<file path="config.mk">
export PLATFORM = sky130hd
export DESIGN_NAME = quad_encoder_emu_flat
export DESIGN_NICKNAME = d
export VERILOG_FILES = /design/src/rtl/quad_encoder_emu_if.sv /design/src/rtl/quad_encoder_emu.sv /design/src/flat_wrapper.sv
export SDC_FILE = /design/constraint.sdc
export NUM_CORES = 1
export LEC_CHECK = 0
export ABC_AREA = 1
export CAP_MARGIN = 15
export CORE_ASPECT_RATIO = 0.5
export CORE_MARGIN = 4
export CORE_UTILIZATION = 50
export DETAILED_ROUTE_END_ITERATION = 10
export GPL_TIMING_DRIVEN = 0
export HOLD_SLACK_MARGIN = 0.03
export PLACE_DENSITY_LB_ADDON = 0.25
export SLEW_MARGIN = 25
export SYNTH_ARGS = -nofsm -noshare
export SYNTH_HDL_FRONTEND = slang
export SYNTH_SLANG_ARGS = --single-unit
</file>
<file path="constraint.sdc">
create_clock -name clk_sys -period 4.59 [get_ports clk_sys]
set_input_delay 0.459 -clock clk_sys [delete_from_list [all_inputs] [get_ports clk_sys]]
set_output_delay 0.459 -clock clk_sys [all_outputs]
set_load 0.1 [all_outputs]
</file>
<file path="src/rtl/quad_encoder_emu_if.sv">
// Signal bundle between the game-core side and the quadrature encoder emulator.
// Every channel occupies one bit of each vector and one byte of target/pos.
interface quad_encoder_emu_if #(
  parameter int CHANNELS = 2,
  parameter int DIV_W    = 16
);
  logic [DIV_W-1:0]      clkdiv;
  logic [CHANNELS-1:0]   mode;
  logic [CHANNELS-1:0]   left;
  logic [CHANNELS-1:0]   right;
  logic [8*CHANNELS-1:0] target;
  logic [CHANNELS-1:0]   ext_a;
  logic [CHANNELS-1:0]   ext_b;
  logic [CHANNELS-1:0]   enc_a;
  logic [CHANNELS-1:0]   enc_b;
  logic [CHANNELS-1:0]   ext_sel;
  logic [8*CHANNELS-1:0] pos;

  modport master (
    output clkdiv, mode, left, right, target, ext_a, ext_b,
    input  enc_a, enc_b, ext_sel, pos
  );

  modport slave (
    input  clkdiv, mode, left, right, target, ext_a, ext_b,
    output enc_a, enc_b, ext_sel, pos
  );
endinterface

</file>
<file path="src/rtl/quad_encoder_emu.sv">
// Quadrature encoder emulator: per-channel accelerating step generator with
// Gray-coded A/B outputs and automatic hand-over to a physical encoder.
module quad_encoder_emu #(
  parameter int CHANNELS    = 2,
  parameter int DIV_W       = 16,
  parameter int ACCEL_STEPS = 16
) (
  input logic               clk_sys,
  input logic               reset,
  quad_encoder_emu_if.slave bus
);

  localparam int RUN_W = (ACCEL_STEPS < 2) ? 1 : $clog2(ACCEL_STEPS);
  localparam logic [RUN_W-1:0] RUN_LAST = RUN_W'(ACCEL_STEPS - 1);
  localparam logic [1:0] DIR_NONE = 2'b00;
  localparam logic [1:0] DIR_UP   = 2'b01;
  localparam logic [1:0] DIR_DN   = 2'b10;

  function automatic logic [1:0] gray_phase(input logic [7:0] p);
    return {p[1], p[1] ^ p[0]};
  endfunction

  for (genvar g = 0; g < CHANNELS; g++) begin : g_ch
    logic [DIV_W-1:0] presc_r, presc_nxt_s, cur_presc_s, shifted_s, eff_div_s;
    logic [RUN_W-1:0] run_r, run_nxt_s, cur_run_s;
    logic [1:0]       stage_r, stage_nxt_s, cur_stage_s;
    logic [7:0]       pos_r, pos_nxt_s, tgt_s;
    logic [1:0]       dir_s, dir_prev_r;
    logic             mode_prev_r, restart_s, step_s;
    logic [1:0]       sync1_r, sync2_r, ext_prev_r;
    logic             sel_r, sel_nxt_s;
    logic             enc_a_r, enc_b_r;

    // Requested direction from either the digital buttons or the paddle target.
    always_comb begin
      tgt_s = bus.target[8*g +: 8];
      dir_s = DIR_NONE;
      if (bus.mode[g]) begin
        if (pos_r < tgt_s) begin
          dir_s = DIR_UP;
        end else if (pos_r > tgt_s) begin
          dir_s = DIR_DN;
        end else begin
          dir_s = DIR_NONE;
        end
      end else begin
        if (bus.right[g] && !bus.left[g]) begin
          dir_s = DIR_UP;
        end else if (bus.left[g] && !bus.right[g]) begin
          dir_s = DIR_DN;
        end else begin
          dir_s = DIR_NONE;
        end
      end
    end

    // A change of direction or mode restarts from a clean slate in the same
    // cycle, so the first step is always a full base period away.
    always_comb begin
      restart_s   = (dir_s != dir_prev_r) || (bus.mode[g] != mode_prev_r);
      cur_presc_s = restart_s ? '0 : presc_r;
      cur_run_s   = restart_s ? '0 : run_r;
      cur_stage_s = restart_s ? 2'd0 : stage_r;
      shifted_s   = bus.clkdiv >> cur_stage_s;
      eff_div_s   = (shifted_s == '0) ? DIV_W'(1) : shifted_s;
      step_s      = (bus.clkdiv != '0) && (dir_s != DIR_NONE) &&
                    (cur_presc_s == (eff_div_s - DIV_W'(1)));

      presc_nxt_s = '0;
      run_nxt_s   = cur_run_s;
      stage_nxt_s = cur_stage_s;
      pos_nxt_s   = pos_r;
      if ((bus.clkdiv == '0) || (dir_s == DIR_NONE) || step_s) begin
        presc_nxt_s = '0;
      end else begin
        presc_nxt_s = cur_presc_s + DIV_W'(1);
      end
      if (step_s) begin
        pos_nxt_s = (dir_s == DIR_UP) ? (pos_r + 8'd1) : (pos_r - 8'd1);
        if (cur_run_s == RUN_LAST) begin
          run_nxt_s   = '0;
          stage_nxt_s = (cur_stage_s == 2'd2) ? 2'd2 : (cur_stage_s + 2'd1);
        end else begin
          run_nxt_s   = cur_run_s + RUN_W'(1);
          stage_nxt_s = cur_stage_s;
        end
      end else begin
        pos_nxt_s = pos_r;
      end
    end

    // An internal step takes priority over an external edge for ownership.
    always_comb begin
      if (step_s) begin
        sel_nxt_s = 1'b0;
      end else if (sync2_r != ext_prev_r) begin
        sel_nxt_s = 1'b1;
      end else begin
        sel_nxt_s = sel_r;
      end
    end

    // Channel state, synchroniser and registered quadrature outputs.
    always_ff @(posedge clk_sys or posedge reset) begin
      if (reset) begin
        presc_r     <= '0;
        run_r       <= '0;
        stage_r     <= 2'd0;
        pos_r       <= 8'd0;
        dir_prev_r  <= DIR_NONE;
        mode_prev_r <= 1'b0;
        sync1_r     <= 2'b00;
        sync2_r     <= 2'b00;
        ext_prev_r  <= 2'b00;
        sel_r       <= 1'b0;
        enc_a_r     <= 1'b0;
        enc_b_r     <= 1'b0;
      end else begin
        presc_r     <= presc_nxt_s;
        run_r       <= run_nxt_s;
        stage_r     <= stage_nxt_s;
        pos_r       <= pos_nxt_s;
        dir_prev_r  <= dir_s;
        mode_prev_r <= bus.mode[g];
        sync1_r     <= {bus.ext_a[g], bus.ext_b[g]};
        sync2_r     <= sync1_r;
        ext_prev_r  <= sync2_r;
        sel_r       <= sel_nxt_s;
        {enc_a_r, enc_b_r} <= sel_r ? sync2_r : gray_phase(pos_r);
      end
    end

    assign bus.pos[8*g +: 8] = pos_r;
    assign bus.ext_sel[g]    = sel_r;
    assign bus.enc_a[g]      = enc_a_r;
    assign bus.enc_b[g]      = enc_b_r;
  end

endmodule
</file>
<file path="src/flat_wrapper.sv">
// flat-port wrapper written by rule: the top's interface ports become plain ports
module quad_encoder_emu_flat 
#(
  parameter int CHANNELS    = 2,
  parameter int DIV_W       = 16,
  parameter int ACCEL_STEPS = 16
)
  (clk_sys, reset, bus_clkdiv, bus_mode, bus_left, bus_right, bus_target, bus_ext_a, bus_ext_b, bus_enc_a, bus_enc_b, bus_ext_sel, bus_pos);
  quad_encoder_emu_if #(.CHANNELS(CHANNELS), .DIV_W(DIV_W)) bus_i ();
  input logic clk_sys;
  input logic reset;
  input wire logic [$bits(bus_i.clkdiv)-1:0] bus_clkdiv;
  input wire logic [$bits(bus_i.mode)-1:0] bus_mode;
  input wire logic [$bits(bus_i.left)-1:0] bus_left;
  input wire logic [$bits(bus_i.right)-1:0] bus_right;
  input wire logic [$bits(bus_i.target)-1:0] bus_target;
  input wire logic [$bits(bus_i.ext_a)-1:0] bus_ext_a;
  input wire logic [$bits(bus_i.ext_b)-1:0] bus_ext_b;
  output wire logic [$bits(bus_i.enc_a)-1:0] bus_enc_a;
  output wire logic [$bits(bus_i.enc_b)-1:0] bus_enc_b;
  output wire logic [$bits(bus_i.ext_sel)-1:0] bus_ext_sel;
  output wire logic [$bits(bus_i.pos)-1:0] bus_pos;
  assign bus_i.clkdiv = bus_clkdiv;
  assign bus_i.mode = bus_mode;
  assign bus_i.left = bus_left;
  assign bus_i.right = bus_right;
  assign bus_i.target = bus_target;
  assign bus_i.ext_a = bus_ext_a;
  assign bus_i.ext_b = bus_ext_b;
  assign bus_enc_a = bus_i.enc_a;
  assign bus_enc_b = bus_i.enc_b;
  assign bus_ext_sel = bus_i.ext_sel;
  assign bus_pos = bus_i.pos;
  quad_encoder_emu #(.CHANNELS(CHANNELS), .DIV_W(DIV_W), .ACCEL_STEPS(ACCEL_STEPS)) u_core (.clk_sys(clk_sys), .reset(reset), .bus(bus_i));
endmodule
</file>
**After elaboration in Yosys (flattened, before gate mapping)**

Index checks and enable logic that the tools add are counted.

- Output and inout port bits: 22
- Register bits after elaboration: 84

- $add $sub $neg: 12
- Bitwise gates (word level): 2
- Magnitude comparators: 4
- Reduce and logical (&&, ||, !) cells: 28
- Multiplexer cells: 38
- Equality and inequality tests: 14
- Shifts and indexed selects: 2

Operator list:

| cell | count |
|---|---|
| 2-to-1 mux 16 bit | 6 |
| zero test 16 bit | 3 |
| 2-to-1 mux 2 bit | 20 |
| adder 16 x 1 -> 16 bit (second input constant) | 2 |
| equality test 16 bit | 2 |
| >> shifter 16 x 2 -> 16 bit | 2 |
| subtractor 16 x 1 -> 16 bit (second input constant) | 2 |
| 2-to-1 mux 4 bit | 6 |
| adder 8 x 1 -> 8 bit (second input constant) | 2 |
| greater-than comparator 8 bit | 2 |
| less-than comparator 8 bit | 2 |
| 2-to-1 mux 8 bit | 2 |
| nonzero test 16 bit | 1 |
| subtractor 8 x 1 -> 8 bit (second input constant) | 2 |
| adder 4 x 1 -> 4 bit (second input constant) | 2 |
| equality test 4 bit (second input constant) | 2 |
| logical AND 1 bit | 8 |
| != test 2 bit | 4 |
| nonzero test 2 bit | 4 |
| logical OR 1 bit | 6 |
| adder 2 x 1 -> 2 bit (second input constant) | 2 |
| equality test 2 x 1 -> 1 bit (second input constant) | 2 |
| equality test 2 bit (second input constant) | 2 |
| zero test 1 bit | 4 |
| 4 further kinds | 10 |

**Depth between registers and ports, before layout**

Gate-level depths: netlist (run 1).

- Depth in word-level cells: 16
- Mapped depth: 41
- Mapped depth without buffers: 39

**Worst setup path after synthesis (run 1)**

OpenSTA, ideal clock, no wires.

- Kind: reg-to-reg
- Start: register u_core.g_ch[1].pos_r[1]
- End: register u_core.g_ch[1].pos_r[1]
- Stages on the path, launching flop included: 39
- Arrival: 4,732 ps
- Clock period less this slack: 4,855 ps
- Setup slack: -265 ps
- Library setup time: 123 ps
- Cells stage by stage: dfrtp_1 > ha_1 > nand2_1 > nand2_1 > nand2_1 > nand2_1 > nand2_1 > nand2_1 > nand2_2 > nand2_2 > nand2_2 > nand2_2 > nor2_8 > nand3_4 > inv_4 > buf_6 > nand3_1 > nand2_1 > (+3 left out) > nand2_4 > nand2_2 > inv_2 > ha_1 > inv_1 > nor3_2 > nand2_2 > clkinv_1 > nand2_1 > xor2_1 > inv_1 > a21oi_1 > nand2_1 > nor2_4 > nand3_4 > buf_6 > nand2_1 > nand2_1

- Cells in the longest elaborated chain, start to end: 13
- Elaborated cells between the ends (all ways): 21
- Classes of those cells: add/sub (3); order compare (2); eq/ne (3); shift (1); mux (7); reduce/logical (5)

Ends and longest elaborated chain:

| what | line | source |
|---|---|---|
| from (decl) | quad_encoder_emu.sv:27 | `logic [7:0] pos_r, pos_nxt_s, tgt_s;` |
| from (signal assigned) | quad_encoder_emu.sv:122 | `pos_r <= pos_nxt_s;` |
| greater-than comparator 8 bit | quad_encoder_emu.sv:41 | `end else if (pos_r > tgt_s) begin` |
| 2-to-1 mux 2 bit | quad_encoder_emu.sv:41 |  |
| 2-to-1 mux 2 bit | quad_encoder_emu.sv:39 | `if (pos_r < tgt_s) begin` |
| 2-to-1 mux 2 bit | quad_encoder_emu.sv:38 | `if (bus.mode[g]) begin` |
| != test 2 bit | quad_encoder_emu.sv:60 | `restart_s = (dir_s != dir_prev_r) \|\| (bus.mode[g] != mode_prev_r);` |
| logical OR 1 bit | quad_encoder_emu.sv:60 |  |
| 2-to-1 mux 2 bit | quad_encoder_emu.sv:63 | `cur_stage_s = restart_s ? 2'd0 : stage_r;` |
| >> shifter 16 x 2 -> 16 bit | quad_encoder_emu.sv:64 | `shifted_s = bus.clkdiv >> cur_stage_s;` |
| zero test 16 bit | quad_encoder_emu.sv:65 | `eff_div_s = (shifted_s == '0) ? DIV_W'(1) : shifted_s;` |
| 2-to-1 mux 16 bit | quad_encoder_emu.sv:65 |  |
| subtractor 16 x 1 -> 16 bit | quad_encoder_emu.sv:67 | `(cur_presc_s == (eff_div_s - DIV_W'(1)));` |
| equality test 16 bit | quad_encoder_emu.sv:67 |  |
| logical AND 1 bit | quad_encoder_emu.sv:66 | `step_s = (bus.clkdiv != '0) && (dir_s != DIR_NONE) &&` |

Parallel ways exist; a longest one is shown, timed or not.
A chain may end at the register's enable or synchronous reset.

**Worst setup path after layout (run 1)**

- Start: register u_core.g_ch[1].pos_r[7]
- End: register u_core.g_ch[1].stage_r[1]

- Cells in the longest elaborated chain, start to end: 14
- Elaborated cells between the ends (all ways): 24
- Classes of those cells: add/sub (2); order compare (2); eq/ne (4); shift (1); mux (10); reduce/logical (5)

Ends and longest elaborated chain:

| what | line | source |
|---|---|---|
| greater-than comparator 8 bit | quad_encoder_emu.sv:41 |  |
| 2-to-1 mux 2 bit | quad_encoder_emu.sv:41 |  |
| 2-to-1 mux 2 bit (*) | quad_encoder_emu.sv:39 |  |
| 2-to-1 mux 2 bit (*) | quad_encoder_emu.sv:38 |  |
| != test 2 bit | quad_encoder_emu.sv:60 |  |
| logical OR 1 bit | quad_encoder_emu.sv:60 |  |
| 2-to-1 mux 2 bit | quad_encoder_emu.sv:63 |  |
| >> shifter 16 x 2 -> 16 bit | quad_encoder_emu.sv:64 |  |
| zero test 16 bit | quad_encoder_emu.sv:65 |  |
| 2-to-1 mux 16 bit | quad_encoder_emu.sv:65 |  |
| subtractor 16 x 1 -> 16 bit | quad_encoder_emu.sv:67 |  |
| equality test 16 bit | quad_encoder_emu.sv:67 |  |
| logical AND 1 bit | quad_encoder_emu.sv:66 |  |
| 2-to-1 mux 2 bit (*) | quad_encoder_emu.sv:78 | `if (step_s) begin` |
| net u_core.g_ch[1].stage_nxt_s[1] | quad_encoder_emu.sv:26 | `logic [1:0] stage_r, stage_nxt_s, cur_stage_s;` |
| to (signal assigned) | quad_encoder_emu.sv:121 | `stage_r <= stage_nxt_s;` |
| to (decl) | quad_encoder_emu.sv:26 |  |

Mark *: on every way through the listed nets, which the timed path passes. The rest lies on a longest branch.

==> results of run 1 <==
-- cells in the mapped netlist (2+ instances only) --
| cell type | instances | area share |
|---|---|---|
| nand3_2 | 8 | 0.010 |
| nor4_1 | 4 | 0.0031 |
| nor3b_1 | 2 | 0.0019 |
| nand2_1 | 320 | 0.15 |
| nand3_1 | 117 | 0.073 |
| nand3b_1 | 5 | 0.0047 |
| clkbuf_1 | 8 | 0.0038 |
| xor2_1 | 46 | 0.050 |
| o21ai_0 | 28 | 0.018 |
| nor2_2 | 5 | 0.0039 |
| inv_2 | 5 | 0.0024 |
| a21oi_1 | 20 | 0.013 |
| a21o_1 | 3 | 0.0028 |
| xnor2_1 | 24 | 0.026 |
| nand4_1 | 93 | 0.073 |
| nor3_1 | 7 | 0.0044 |
| fa_1 | 2 | 0.0050 |
| nand2_4 | 2 | 0.0028 |
| buf_2 | 6 | 0.0038 |
| ha_1 | 36 | 0.056 |
| nor3_2 | 7 | 0.0088 |
| nand3_4 | 2 | 0.0044 |
| buf_6 | 12 | 0.017 |
| inv_1 | 163 | 0.077 |
| nor2_1 | 131 | 0.062 |
| nand2_2 | 19 | 0.015 |
| a21boi_1 | 2 | 0.0019 |
| o21bai_1 | 4 | 0.0038 |
| dfrtp_1 | 84 | 0.26 |
| or2_2 | 2 | 0.0016 |
| nor2_4 | 6 | 0.0085 |
| buf_4 | 17 | 0.016 |
-- critical path: cells and delay by family, from the launching register on --
kind	cells	cell delay [ps]
AOI/OAI and AO/OA	1	200
xor gates and xnor gates	1	240
adders and majority gates	2	380
buffers and inverters	6	670
DFF	1	440
and+or+nand+nor	24	2510
-- report_power, final --
group,leakage [uW],internal (uW),switching [uW]
clock network,0.000154,459,344
logic,0.00405,194,290
registers,0.00108,753,6.05
total,0.00529,1410,640
-- routing by layer --
metal / vias to the layer above / share of wire / track usage / wire [um]
met2: 317 / 0.48 / 0.417 / 12000
met4: 0 / 0.024 / 0.0721 / 590
li1: 4226 / - / - / -
met5: - / 0 / 0 / 0
met3: 69 / 0.053 / 0.0402 / 1310
met1: 4119 / 0.44 / 0.318 / 10800
-- cell type report --
type                            instances  area [um2]  area share
Multi-Input combinational cell        905        5580       0.515
Tap cell                              204         255      0.0236
Clock inverter                          5        66.3     0.00612
Buffer                                 43         387      0.0357
Clock buffer                           11         253      0.0233
Sequential cell                        84        2120       0.196
Timing Repair Buffer                  161        1510       0.140
Inverter                              170         657      0.0607
-- per-stage QoR --
stage / hold slack, ps / setup TNS (ps) / cell area [um2] / total power, uW / cells
after floorplan: 331 / 0 / 8000 / 1020 / 1203
after global placement: 334 / -54950 / 8910 / 1130 / 1472
after detailed placement: 336 / -59670 / 8940 / 1140 / 1473
after CTS: 351 / 0 / 9850 / 1970 / 1529
after global routing: 359 / -10950 / 10800 / 2130 / 1583
final: 349 / 0 / 10800 / 2050 / 1583
-- logic make-up (layout without fill, tap and decap cells) --
group           count (synthesis)  after routing  synth area share
fa+ha+maj                      38             38            0.0614
buf+inv                       214            390             0.121
flops                          84             84             0.263
compound gates                 65             65            0.0459
xor+xnor                       70             70            0.0768
simple gates                  732            732             0.431
-- timing repair --
item | in CTS | in global routing
setup endpoints to repair | 62 | 62
gates cloned | 3 | 3
setup buffers | 37 | 52
pin swaps | 36 | 99
gates resized for setup | 73 | 132
-- final timing paths --
kind | to | slack [ps]
setup / recovery | u_core.g_ch[1].stage_r[1] | 40
min in group asynchronous | u_core.g_ch[1].pos_r[2] | 420
hold reg to reg | u_core.g_ch[1].sync2_r[1] | 350
hold / removal | u_core.g_ch[1].sync2_r[1] | 350
max in group asynchronous | u_core.g_ch[0].pos_r[5] | 3560
setup reg to reg | u_core.g_ch[1].stage_r[1] | 40
-- flip-flops by register name, summed over array words and instances, names as in the netlist, 4 cells and up --
| name | cells |
|---|---|
| u_core.g_ch.presc_r | 32 |
| u_core.g_ch.pos_r | 16 |
| u_core.g_ch.run_r | 8 |
| u_core.g_ch.dir_prev_r | 4 |
| u_core.g_ch.ext_prev_r | 4 |
| u_core.g_ch.stage_r | 4 |
| u_core.g_ch.sync1_r | 4 |
| u_core.g_ch.sync2_r | 4 |
==> impl_metrics.toml, run 1 <==
[clock_network]
cts_buffers = 9
root_buffer = "clkbuf_16"
cts.htree.levels = 3
clkTransAtPathRegs_ps = 70
cts_buffer_depth = 2
clock_latency_ps = 350
cts_tree = "done"
cts_hold_buffers = 0
cts.sink_count = 84

[route]
drt_iter0_drc = 710
drtAntennaViolNets = 0
viasPerCell = 5.52
wl_per_cell_um = 15.6
vias = 8731
drc = 0
drtPass1Iterations = 5
routed_wl_um = 24700

[floorplanning]
core-area_um2 = 15500
start_util = 0.514
fp.dieH_um = 97.3
dieArea_um2 = 18200
rows = 32
die_x_um = 187
pin_count = 66

[critical_path]
crit_path_start_kind = "flop"
timing_worst_setup_path_type = "reg2reg"
worstRegToRegCells = 34
slowest_delay_ps = 440
crit_slowest_cell = "dfrtp_2"
end_kind = "flop"
required_ps = 4820
startpoint = "u_core.g_ch[1].pos_r[7]"
cp_max_fo = 5
cp.arrival_ps = 4780
r2r_start = "u_core.g_ch[1].pos_r[7]"

[final_layout]
fillers = 1227
fin_util = 0.697
antenna_cells = 0
drive_gt1_frac = 0.249
final_cell_mix = "nand2_1 (265), inv_1 (155), nor2_1 (111)"
nets = 1456
final_common_cell = "nand2_1"
area_delta_synth_final_pct = 35.6

[timing]
hold_viol = 0
min_period_ps = 4550
clock_skew_ps = 9.64
tightest_slew_ps = 989
max-slew-margin-rel = 0.339
report.final.slew_viol_count = 0
layout_setup_ws_ps = 40.8
max_freq_ghz = 0.220
final.period_utilization = 0.991
finalSetupViolCount = 0

[grt]
grt_pass1_wl_um = 37700
grt_usage = 0.243
gr-total-overflow = 0
grt_antenna_before_repair = 0
grt_pass1_vias = 7988
grt_max_degree = 66

[hold_path]
min_path_cells = 0
hold_start = "u_core.g_ch[1].sync1_r[1]"
hold_class = "reg2reg"

[placement]
globalplace.congestion = 0.949
io_buffers = 65
dp_slack_ps = -1060
dp_hpwl_um = 16400

[synthesis]
synth_edf_count = 0
synth_cell_types = 45
yosysWarnings = 0
ys_async_sr_fraction = 1.00
synthesis.area_um2 = 7980
synth_area_per_cell_um2 = 6.64
syn_inst = 1203
yosysSeqAreaShare = 0.263
synth_nets = 1285
ys_ff_latch = 84
ys.flop_type = "dfrtp_1"

[power_and_ir_drop]
p_per_area_nw_per_um2 = 189
ir_drop_mv = 0.195
p_leak_uw = 0.00529

[run_status]
outcome = "completed"

[flow_run]
cap_violations = 0
No activity file was read; power rests on OpenSTA's default activity.
==> inputs of run 2 (changes only) <==
--- a/config.mk
+++ b/config.mk
@@ -5,9 +5,8 @@
 export SDC_FILE = /design/constraint.sdc
 export NUM_CORES = 1
 export LEC_CHECK = 0
-export ABC_AREA = 1
 export CAP_MARGIN = 15
-export CORE_ASPECT_RATIO = 0.5
+export CORE_ASPECT_RATIO = 1.1
 export CORE_MARGIN = 4
 export CORE_UTILIZATION = 50
 export DETAILED_ROUTE_END_ITERATION = 10
==> run 2 against run 1 <==
The run now ends with negative setup slack left. Global-route usage increased by 5.0 points. Critical path depth decreased by 11. Critical path type unchanged. Non-clock buffer count increased by 16. Largest cell class unchanged. Critical endpoint is now u_core.g_ch[1].run_r[3]. Highest routed layer unchanged.
==> impl_metrics.toml, run 2 <==
[run_status]
outcome = "finished, violations left"
violations = "negative setup slack"

[synthesis]
ys_async_sr_fraction = 1.00
synth_top_family_by_area = "compound AO/OA/AOI/OAI gates"
synth_xor_area_frac = 0.0858
synthesis.area_um2 = 8370
ys.flop_type = "dfrtp_1"
synth_edf_count = 0
ys_ff_latch = 84
yosysSeqAreaShare = 0.251
synth-simple-area-share = 0.230
syn_inst = 1071
yosysMostFrequentCell = "nor2_1"
synth.area.top_cells = "dfrtp_1 (25%), ha_1 (5.4%), nor2_1 (5.0%)"
ys_top_cells_by_count = "nor2_1 (112), nand2_1 (89), dfrtp_1 (84), o21ai_0 (67), a21oi_1 (55)"
synth_area_per_cell_um2 = 7.82
netlist.area_leader.share = 0.251
yosysWarnings = 0
synth_cell_types = 86
muxShareOfSynthArea = 0.0578
synth_nets = 1153
synthAdderAreaFrac = 0.0586
synth_compound_area_frac = 0.256
yosys.area.top_type = "dfrtp_1"

[timing]
holdWs_ps = 347
report.final.slew_viol_count = 0
final.period_utilization = 1.16
max_freq_ghz = 0.189
finalSetupViolCount = 62
hold_viol = 0
min_period_ps = 5300
layout_setup_ws_ps = -712
max-slew-margin-rel = 0.330
clock_skew_ps = 6.50
tightest_slew_ps = 1000
grt_setup_unrepaired = "true"

[floorplanning]
rows = 49
start_util = 0.511
core-area_um2 = 16400
dieArea_um2 = 18900
die_x_um = 131
pin_count = 66
fp.dieH_um = 144

[route]
wl_per_cell_um = 20.1
vias = 9100
drt_iter0_drc = 1116
drtPass1Iterations = 5
drtAntennaViolNets = 0
drc = 0
routed_wl_um = 28900
viasPerCell = 6.33

[final_layout]
stdcell_count = 1438
largest_register_ffs = 32
antenna_cells = 0
fillers = 1288
regMostFlops = "u_core.g_ch.presc_r"
final_cell_mix = "nor2_1 (88), buf_4 (84), nand2_1 (81)"
final_area_um2 = 11300
nets = 1311
drive_gt1_frac = 0.260
final_common_cell = "nor2_1"
reg_top3 = "u_core.g_ch.presc_r (32), u_core.g_ch.pos_r (16), u_core.g_ch.run_r (8)"
area_delta_synth_final_pct = 34.8

[critical_path]
slowest_delay_ps = 440
end_kind = "flop"
crit_path_start_kind = "flop"
path_cells = "ha_4 -> a21oi_4 -> buf_4 -> o211ai_1 -> buf_4 -> a21oi_4 -> a211o_4 -> a211oi_4 -> clkbuf_8 -> o32ai_4 -> nor2b_4 -> nand4_1 -> o21a_1 -> ha_2 -> nand3b_1 -> a2111oi_4 -> o211ai_1 -> buf_4 -> or3_1 -> a311oi_2 -> nand4_4 -> or3_1 -> a21oi_1"
timing_worst_setup_path_type = "reg2reg"
cp.arrival_ps = 5580
required_ps = 4860
cp_max_fo = 4
worstRegToRegCells = 23
crit_slowest_cell = "dfrtp_2"
cpMostUsedCell = "buf_4"

[grt]
grt_pass1_wl_um = 45000
grt_usage = 0.293
gr-total-overflow = 0
grt_max_degree = 49
grt_antenna_before_repair = 0
grt_pass1_vias = 8589

[placement]
globalplace.congestion = 0.988
placed_area_um2 = 9520
io_buffers = 58
dp_hpwl_um = 19900
dp.cells = 1334

[hold_path]
min_path_cells = 0
hold_class = "reg2reg"

[clock_network]
cts_tree = "done"
cts_buffers = 9
cts.htree.levels = 3
clock_latency_ps = 350
cts.sink_count = 84
root_buffer = "clkbuf_16"
clkTransAtPathRegs_ps = 70
cts_buffer_depth = 2

[power_and_ir_drop]
ir_drop_mv = 0.152
p_leak_uw = 0.00447
p_per_area_nw_per_um2 = 183

[flow_run]
cap_violations = 0
run 2: layer usage:
layer,track usage,part of all wire
met5,0,0
met2,0.487,0.46
met1,0.398,0.43
met3,0.0459,0.088
met4,0.0934,0.021
run 2: repair_timing:
| item | 4_1_cts | 5_1_grt |
|---|---|---|
| hold buffers | 0 | 0 |
| setup buffers | 66 | 23 |
| pin swaps | 59 | 44 |
| cloned | 1 | 1 |
| endpoints found under the setup margin | 62 | 62 |
| gates resized for setup | 117 | 83 |
run 2: cell type report:
cell class              instances  area (um2)  area share
well taps                     204         255      0.0226
flip-flops and latches         84        2120       0.188
inverters                      54         210      0.0186
clock inverters                 5        57.6     0.00510
plain buffers                  73         379      0.0336
multi-input cells             860        6690       0.593
repair buffers                147        1320       0.117
clock buffers                  11         243      0.0215
run 2: cell families (layout without fill, tap and decap cells):
group | Yosys count | after routing
adder cells (fa/ha/maj) | 38 | 38
XOR/XNOR | 82 | 82
AO/OA/AOI/OAI | 307 | 307
buffers and inverters | 127 | 290
flip-flops | 84 | 84
AND/OR/NAND/NOR | 387 | 387
multiplexers | 46 | 46
run 2: report_power, final:
part | internal, uW | switching (uW)
logic | 216 | 335
registers | 754 | 10.4
clock network | 439 | 315
total | 1410 | 661
run 2: per-stage QoR:
| step | power, uW | utilization | setup slack, ps | TNS [ps] |
|---|---|---|---|---|
| floorplan | 1070 | - | -575 | -19650 |
| global placement | 1200 | 0.579 | -1890 | -99020 |
| detailed placement | 1210 | 0.581 | -1930 | -100030 |
| CTS | 2020 | 0.657 | -753 | -34330 |
| global route | 2150 | 0.689 | -816 | -42600 |
| finish | 2070 | 0.689 | -712 | -32530 |
run 2: final timing paths:
| path | from | end | slack, ps |
|---|---|---|---|
| setup / recovery | u_core.g_ch[1].pos_r[5] | u_core.g_ch[1].run_r[3] | -710 |
| hold / removal | u_core.g_ch[1].sync1_r[1] | u_core.g_ch[1].sync2_r[1] | 350 |
| min in group asynchronous | reset | u_core.g_ch[0].sync1_r[0] | 480 |
| max in group asynchronous | reset | u_core.g_ch[1].pos_r[3] | 3550 |
| setup reg to reg | u_core.g_ch[1].pos_r[5] | u_core.g_ch[1].run_r[3] | -710 |
| hold reg to reg | u_core.g_ch[1].sync1_r[1] | u_core.g_ch[1].sync2_r[1] | 350 |
run 2: worst max-delay path: cells and delay by family, from the launching register on:
kind | cells | cell delay [ps]
AO/OA/AOI/OAI | 11 | 2290
adder cells (fa/ha/maj) | 2 | 480
buffers and inverters | 4 | 710
flip-flops | 1 | 440
AND/OR/NAND/NOR | 6 | 1310
==> inputs of run 3 (changes only) <==
--- a/config.mk
+++ b/config.mk
@@ -5,6 +5,7 @@
 export SDC_FILE = /design/constraint.sdc
 export NUM_CORES = 1
 export LEC_CHECK = 0
+export ABC_AREA = 0
 export CAP_MARGIN = 15
 export CORE_ASPECT_RATIO = 1.1
 export CORE_MARGIN = 4
@@ -12,7 +13,7 @@
 export DETAILED_ROUTE_END_ITERATION = 10
 export GPL_TIMING_DRIVEN = 0
 export HOLD_SLACK_MARGIN = 0.03
-export PLACE_DENSITY_LB_ADDON = 0.25
+export PLACE_DENSITY = 0.82
 export SLEW_MARGIN = 25
 export SYNTH_ARGS = -nofsm -noshare
 export SYNTH_HDL_FRONTEND = slang
==> run 3 against run 2 <==
The run still ends with negative setup slack left. Flip-flop and latch count stayed put. First-iteration DRC count rose by 0.27%. Utilization decreased by 0.96 points. Worst hold slack got worse by 0.90 ps. Critical endpoint is now u_core.g_ch[1].pos_r[1]. Largest power group unchanged.
==> impl_metrics.toml, run 3 (synthesis gave the netlist of run 2 again) <==
[floorplanning]
core-area_um2 = 16400
start_util = 0.511
die_x_um = 131
rows = 49
dieArea_um2 = 18900
pin_count = 66
fp.dieH_um = 144

[power_and_ir_drop]
pwr-share-clk = 0.345
ir_drop_mv = 0.207
power_frac_seq = 0.382
swShare = 0.329
power.total_uw = 2010
power_frac_comb = 0.273
power.internal_uw = 1350
p_leak_uw = 0.00443
switchingPower_uw = 661
p_per_area_nw_per_um2 = 180

[timing]
min_period_ps = 5510
report.final.slew_viol_count = 0
tightest_slew_ps = 985
grt_setup_unrepaired = "true"
final.period_utilization = 1.20
max_freq_ghz = 0.181
max-slew-margin-rel = 0.341
hold_viol = 0
clock_skew_ps = 11.6
finalSetupViolCount = 62
layout_setup_ws_ps = -920

[final_layout]
antenna_cells = 0
final_cell_mix = "nor2_1 (94), nand2_1 (82), buf_4 (82)"
fillers = 1244
nets = 1310
regMostFlops = "u_core.g_ch.presc_r"
fin_util = 0.680
drive_gt1_frac = 0.244
reg_top3 = "u_core.g_ch.presc_r (32), u_core.g_ch.pos_r (16), u_core.g_ch.run_r (8)"
area_delta_synth_final_pct = 32.9
largest_register_ffs = 32
final_common_cell = "nor2_1"

[hold_path]
hold_class = "reg2reg"
hold_start = "u_core.g_ch[1].sync1_r[0]"

[route]
wl_per_cell_um = 21.4
drtPass1Iterations = 7
drt_iter0_drc = 1119
drtAntennaViolNets = 0
routed_wl_um = 30800
vias = 9373
drc = 0
viasPerCell = 6.52

[run_status]
outcome = "finished, violations left"
violations = "negative setup slack"

[critical_path]
required_ps = 4830
timing_worst_setup_path_type = "reg2reg"
crit_path_start_kind = "flop"
startpoint = "u_core.g_ch[1].pos_r[7]"
cp_max_fo = 10
cpMostUsedCell = "buf_4"
crit_slowest_cell = "dfrtp_2"
critPathBufInv = 8
r2r_start = "u_core.g_ch[1].pos_r[7]"
slowest_delay_ps = 430
path_cells = "ha_4 -> a21oi_4 -> o211ai_1 -> buf_4 -> buf_4 -> nor4_4 -> a211o_4 -> a21oi_4 -> buf_6 -> clkbuf_4 -> buf_4 -> a22oi_2 -> ha_2 -> nand3b_1 -> a2111oi_4 -> o211ai_1 -> buf_4 -> or3_4 -> a311oi_2 -> buf_4 -> nand4_4 -> buf_6 -> mux2_2"
crit_family = "compound AO/OA/AOI/OAI gates"
cp.arrival_ps = 5750
end_kind = "flop"

[clock_network]
cts_buffer_depth = 2
clkTransAtPathRegs_ps = 70
cts_buffers = 9
cts.sink_count = 84
cts.htree.levels = 3
cts_tree = "done"
root_buffer = "clkbuf_16"
clock_latency_ps = 360

[flow_run]
cap_violations = 0

[grt]
gr-total-overflow = 0
met1_usage = 0.401
grt_pass1_wl_um = 46400
grt_antenna_before_repair = 0
grt-busiest-layer = "met2"
grt_max_degree = 55
grt_use_met2 = 0.502
grtUsageMet3 = 0.0550
grt_usage = 0.305
grt_pass1_vias = 8784

[placement]
globalplace.congestion = 1.01
io_buffers = 58
dp_hpwl_um = 20400
==> run 3: cell count changes in the layout (fill, tap and decap cells not counted), moves of 3 or more <==
cell / previous run / this run
nor2_1: 88 / 94
dlymetal6s2s_1: 1 / 4
dlygate4sd2_1: 15 / 12
nor2_2: 18 / 14
==> run 3: power groups by stage <==
stage	clock [uW]	combinational, uW	sequential, uW
3_3_place_gp	0	423	777
5_1_grt	731	581	767
3_5_place_dp	0	434	778
2_1_floorplan	0	298	775
6_report	693	548	766
4_1_cts	695	494	765
==> run 3: layout make-up <==
cell class              instances  area (um2)  share of cell area
inverters                      54         210              0.0189
flip-flops and latches         84        2120               0.191
well taps                     204         255              0.0229
plain buffers                  73         382              0.0343
multi-input cells             860        6570               0.590
clock inverters                 4        26.3             0.00236
repair buffers                146        1320               0.118
clock buffers                  12         246              0.0222
==> run 3: through the flow <==
stage / hold slack (ps) / setup slack [ps] / TNS [ps] / instances / area (um2)
after floorplan: 331 / -575 / -19650 / 1071 / 8650
after global placement: 331 / -1770 / -96500 / 1333 / 9490
after detailed placement: 335 / -1850 / -101030 / 1334 / 9520
after CTS: 348 / -674 / -31470 / 1413 / 10600
after global routing: 356 / -1020 / -52020 / 1437 / 11100
final: 346 / -920 / -44000 / 1437 / 11100
==> run 3: metal layers <==
layer / vias up / routed length, um
met2: 609 / 14200
li1: 4209 / -
met4: 0 / 1370
met5: - / 0
met1: 4425 / 12400
met3: 130 / 2880
==> run 3: final timing paths <==
path	slack, ps	endpoint	cells past startpoint
max	-920	u_core.g_ch[1].pos_r[1]	23
min	350	u_core.g_ch[1].sync2_r[0]	0
max reg2reg	-920	u_core.g_ch[1].pos_r[1]	23
min reg2reg	350	u_core.g_ch[1].sync2_r[0]	0
max in group asynchronous	3500	u_core.g_ch[0].pos_r[5]	3
min in group asynchronous	460	u_core.g_ch[1].pos_r[2]	2
==> run 3: what timing repair did <==
item / 4_1_cts / 5_1_grt
gates resized for setup: 99 / 71
hold buffers: 0 / 0
hold endpoints to repair: 0 / 0
gates cloned: 3 / 0
setup endpoints to repair: 62 / 62
setup buffers: 60 / 24
pin swaps: 45 / 52
